`src/rtl/cory_s2p_pkg.sv`:
```
// Shared helpers for the cory narrow/wide stream converters: ratio legality and
// the slot-index width derived from the ratio.
package cory_s2p_pkg;

  function automatic bit cory_ratio_legal(input int r);
    return (r == 2) || (r == 4) || (r == 8) || (r == 16);
  endfunction

  function automatic int cory_slot_bits(input int r);
    case (r)
      2:       return 1;
      4:       return 2;
      8:       return 3;
      16:      return 4;
      default: return 1;
    endcase
  endfunction

endpackage

```
`src/rtl/cory_s2p.sv`:
```
// Narrow-to-wide gatherer: packs R consecutive N-bit beats into one N*R-bit word,
// with optional early termination (i_a_l) producing a partial word plus slot mask.
module cory_s2p
  import cory_s2p_pkg::*;
#(
  parameter int N  = 8,
  parameter int R  = 2,
  parameter int A  = N,
  parameter int Z  = N * R,
  parameter int BS = cory_slot_bits(R)
) (
  input  logic          clk,
  input  logic          reset_n,
  input  logic          i_a_v,
  input  logic [A-1:0]  i_a_d,
  input  logic          i_a_l,
  output logic          o_a_r,
  output logic [BS-1:0] o_a_s,
  output logic          o_z_v,
  output logic [Z-1:0]  o_z_d,
  output logic [R-1:0]  o_z_m,
  input  logic          i_z_r
);

  // An unsupported ratio stops elaboration instead of building a broken counter.
  if (!cory_ratio_legal(R)) begin : g_bad_ratio
    $error("cory_s2p: unsupported ratio R=%0d (legal: 2, 4, 8, 16)", R);
  end

  logic [BS-1:0] r_sel;
  logic [Z-1:0]  r_acc;
  logic [R-1:0]  r_mask;
  logic          r_z_v;
  logic [Z-1:0]  r_z_d;
  logic [R-1:0]  r_z_m;

  logic          w_a_acc;
  logic          w_close;
  logic          w_z_xfer;
  logic [Z-1:0]  w_acc_next;
  logic [R-1:0]  w_mask_next;

  assign o_a_r    = !r_z_v || i_z_r;
  assign w_a_acc  = i_a_v && o_a_r;
  assign w_z_xfer = r_z_v && i_z_r;
  assign w_close  = w_a_acc && ((r_sel == BS'(R - 1)) || i_a_l);

  assign o_a_s = r_sel;
  assign o_z_v = r_z_v;
  assign o_z_d = r_z_d;
  assign o_z_m = r_z_m;

  // Accumulator and mask with the incoming beat merged into the current slot.
  always_comb begin
    w_acc_next                 = r_acc;
    w_acc_next[r_sel*N +: N]   = i_a_d;
    w_mask_next                = r_mask;
    w_mask_next[r_sel]         = 1'b1;
  end

  always_ff @(posedge clk or negedge reset_n) begin
    if (!reset_n) begin
      r_sel  <= '0;
      r_acc  <= '0;
      r_mask <= '0;
    end else if (w_a_acc) begin
      if (w_close) begin
        r_sel  <= '0;
        r_acc  <= '0;
        r_mask <= '0;
      end else begin
        r_sel  <= r_sel + 1'b1;
        r_acc  <= w_acc_next;
        r_mask <= w_mask_next;
      end
    end
  end

  // A close can only happen while o_a_r is high, so it never overwrites a stalled word.
  always_ff @(posedge clk or negedge reset_n) begin
    if (!reset_n) begin
      r_z_v <= 1'b0;
      r_z_d <= '0;
      r_z_m <= '0;
    end else if (w_close) begin
      r_z_v <= 1'b1;
      r_z_d <= w_acc_next;
      r_z_m <= w_mask_next;
    end else if (w_z_xfer) begin
      r_z_v <= 1'b0;
    end
  end

endmodule

```
`config.mk`:
```
export PLATFORM = sky130hd
export DESIGN_NAME = cory_s2p
export DESIGN_NICKNAME = d
export VERILOG_FILES = /design/src/rtl/cory_s2p_pkg.sv /design/src/rtl/cory_s2p.sv
export SDC_FILE = /design/constraint.sdc
export NUM_CORES = 1
export LEC_CHECK = 0
export ABC_AREA = 1
export CAP_MARGIN = 20
export CELL_PAD_IN_SITES_DETAIL_PLACEMENT = 0
export CELL_PAD_IN_SITES_GLOBAL_PLACEMENT = 1
export CORE_ASPECT_RATIO = 1.75
export CORE_MARGIN = 4
export CORE_UTILIZATION = 33
export DETAILED_ROUTE_END_ITERATION = 7
export PLACE_DENSITY = 0.73
export SETUP_SLACK_MARGIN = 0.02
export SYNTH_ARGS = -nofsm -noshare
export SYNTH_HDL_FRONTEND = slang
export SYNTH_SLANG_ARGS = --single-unit
```
`constraint.sdc`:
```
create_clock -name clk -period 1.3 [get_ports clk]
set_clock_uncertainty 0.15 [all_clocks]
set_input_delay 0.13 -clock clk [delete_from_list [all_inputs] [get_ports clk]]
set_output_delay 0.13 -clock clk [all_outputs]
set_load 0.03 [all_outputs]
```
==> impl_metrics.json <==
{
  "status": "finished with violations",
  "violations": "setup timing",
  "reg2reg_slack_ps": 20,
  "tightest_slew_ps": 360,
  "power_leakage_nw": 1.38,
  "ctsRootBufferMaster": "clkbuf_8",
  "startpoint_type": "register",
  "synth_top_area_frac": 0.557,
  "ys_warn_count": 0,
  "ant_nets": 0,
  "die_area_um2": 6430,
  "drive_above_1_share": 0.269,
  "gp_congestion": 0.739,
  "num_vias": 1480,
  "setup_ws_ps": -3.17,
  "synth_seq_cells": 38,
  "final_cells": 318,
  "final_area_um2": 2420,
  "io_pins": 34,
  "synth_common_cells": "114 x nand2_1, 38 x dfrtp_1, 26 x nand3_1",
  "clockBufferDepth": 2,
  "diodes": 0,
  "synth_top_area_cell": "dfrtp_1",
  "cp-end-kind": "primary output",
  "synth_cell_types": 14,
  "synth_nets": 222,
  "fin_crit_ps": 1300,
  "avgSynthCellArea_um2": 8.17,
  "hold_class": "in2async",
  "final-hold-violation-count": 0,
  "power_per_cell_area_nw_per_um2": 1670,
  "nFillCells": 503,
  "yosys.cell_count.top_type": "nand2_1",
  "r2r_cells": 4,
  "rr_startpoint": "o_z_v",
  "syn2layout_area_growth_pct": 42.1,
  "path_clk_slew_ps": 80,
  "grt_usage": 0.141,
  "fin_nets": 276,
  "port_buffers": 33,
  "die_y_um": 103,
  "cts_tree": "done",
  "grt_overflow": 0,
  "fin_crit_sh": 1.00,
  "antenna_found_initial": 0,
  "setup_violations": 1,
  "drv_cap": 0,
  "crit_fanout": 3,
  "drc": 0,
  "dp_hpwl_mm": 2.95,
  "synthFlopType": "dfrtp_1",
  "clk_latency_ps": 290,
  "routedWlPerCell_um": 13.5,
  "crit_required_ps": 1020,
  "synth_edf_count": 0,
  "grt_pass1_vias": 1514,
  "yosys-top-cells-area": "dfrtp_1 56%, nand2_1 25%, nand3_1 7.6%",
  "grt_first_pass_wirelength_mm": 7.16,
  "initial_core_util": 0.343,
  "fin_util": 0.487,
  "synth_cells": 209,
  "r2r-end": "o_z_d[0]",
  "finalPower_w": 0.00406,
  "syn-cell-area_um2": 1710,
  "arrival_ps": 1020,
  "yosysSeqAreaShare": 0.557,
  "grt_max_degree": 30,
  "grt_setup_unrepaired": "yes",
  "cts.htree.levels": 2,
  "chipWidth_um": 62.4,
  "slew_viol_final": 0,
  "dp_cells": 299,
  "core_area_um2": 4980,
  "fmax_mhz": 767,
  "critPathKind": "reg2out",
  "clock_sinks": 38,
  "place_area_um2": 2120,
  "cts_buffers": 5,
  "async_flop_share": 1.00,
  "placementRows": 34,
  "via_per_inst": 4.65,
  "irDropWorstVdd_v": 0.00116,
  "wl_mm": 4.31,
  "timing.hold.ws_ps": 129,
  "first_pass_iters": 5,
  "drtIter0Drc": 60,
  "timing.slew.headroom": 0.760
}
[sequential cells by signal, indices dropped and copies added, names as in the netlist]
| name | flops |
|---|---|
| o_z_d | 16 |
| r_acc | 16 |
| o_z_m | 2 |
| r_mask | 2 |
| o_a_s | 1 |
| o_z_v | 1 |
[cells by family (layout without fill, tap and decap cells)]
kind of cell / count (synthesis) / in the layout / synth area share
AO/OA/AOI/OAI: 3 / 3 / 0.0110
buffers and inverters: 25 / 80 / 0.0843
flip-flops: 38 / 38 / 0.557
AND/OR/NAND/NOR: 143 / 143 / 0.348
[layer usage]
metal	up-vias	share of wire	GRT usage
li1	744	-	-
met1	694	0.41	0.163
met2	37	0.53	0.254
met3	5	0.037	0.0284
met4	0	0.016	0.0572
met5	-	0	0
[what timing repair did]
action / in CTS / in global routing
buffers inserted: 9 / 1
pin swaps: 1 / 2
hold buffers: 1 / 0
hold endpoints to repair: 38 / 0
endpoints found under the setup margin: 15 / 35
gates resized for setup: 9 / 10
[metrics by stage]
stage | worst slack [ps] | TNS, ps
floorplan | -74.4 | -1010
global placement | -150 | -3930
detailed placement | -166 | -4580
CTS | -11.4 | -11.4
global route | -40.4 | -437
finish | -3.17 | -3.17
[worst max-delay path: stages (launching register included)]
cell and delay [ps]:
dfrtp_2 470, buf_6 140, buf_6 130
[worst max path at each step]
| stage | start | end | cells past startpoint |
|---|---|---|---|
| 6_report | o_a_s | o_a_s | 2 |
| 3_5_place_dp | i_a_v | o_z_d[0] | 6 |
| 5_1_grt | o_z_v | o_z_m[1] | 6 |
| 3_3_place_gp | i_a_v | o_z_d[0] | 6 |
| 4_1_cts | o_a_s | o_a_s | 2 |
| 2_1_floorplan | o_a_s | o_z_d[10] | 7 |
[placed cells by master (no fill, tap or decap), drive strengths merged]
| cell type | Yosys | layout |
|---|---|---|
| bufinv | 0 | 2 |
| clkdlybuf4s50 | 0 | 11 |
| nand2 | 115 | 115 |
| clkbuf | 0 | 6 |
| o21ai | 2 | 2 |
| buf | 10 | 45 |
| dfrtp | 38 | 38 |
| nand3 | 27 | 27 |
| inv | 15 | 15 |
| dlygate4sd3 | 0 | 1 |
| or2 | 1 | 1 |
| a21oi | 1 | 1 |
[final cells by class]
type / count / area [um^2] / area share
clock buffer: 6 / 82.6 / 0.0341
clock inverter: 2 / 60.1 / 0.0248
inverter: 15 / 63.8 / 0.0263
multi-input combinational: 146 / 658 / 0.271
sequential: 38 / 953 / 0.393
tap: 54 / 67.6 / 0.0279
timing repair buffer: 57 / 539 / 0.222
[power breakdown]
part / switching [W] / internal, W / leakage (nW)
Sequential: 0.000124 / 0.00137 / 0.501
Clock: 0.000434 / 0.000819 / 0.0714
Combinational: 0.000762 / 0.000551 / 0.809
Total: 0.00132 / 0.00274 / 1.38
Note: power is estimated with default switching activity, not from simulation.
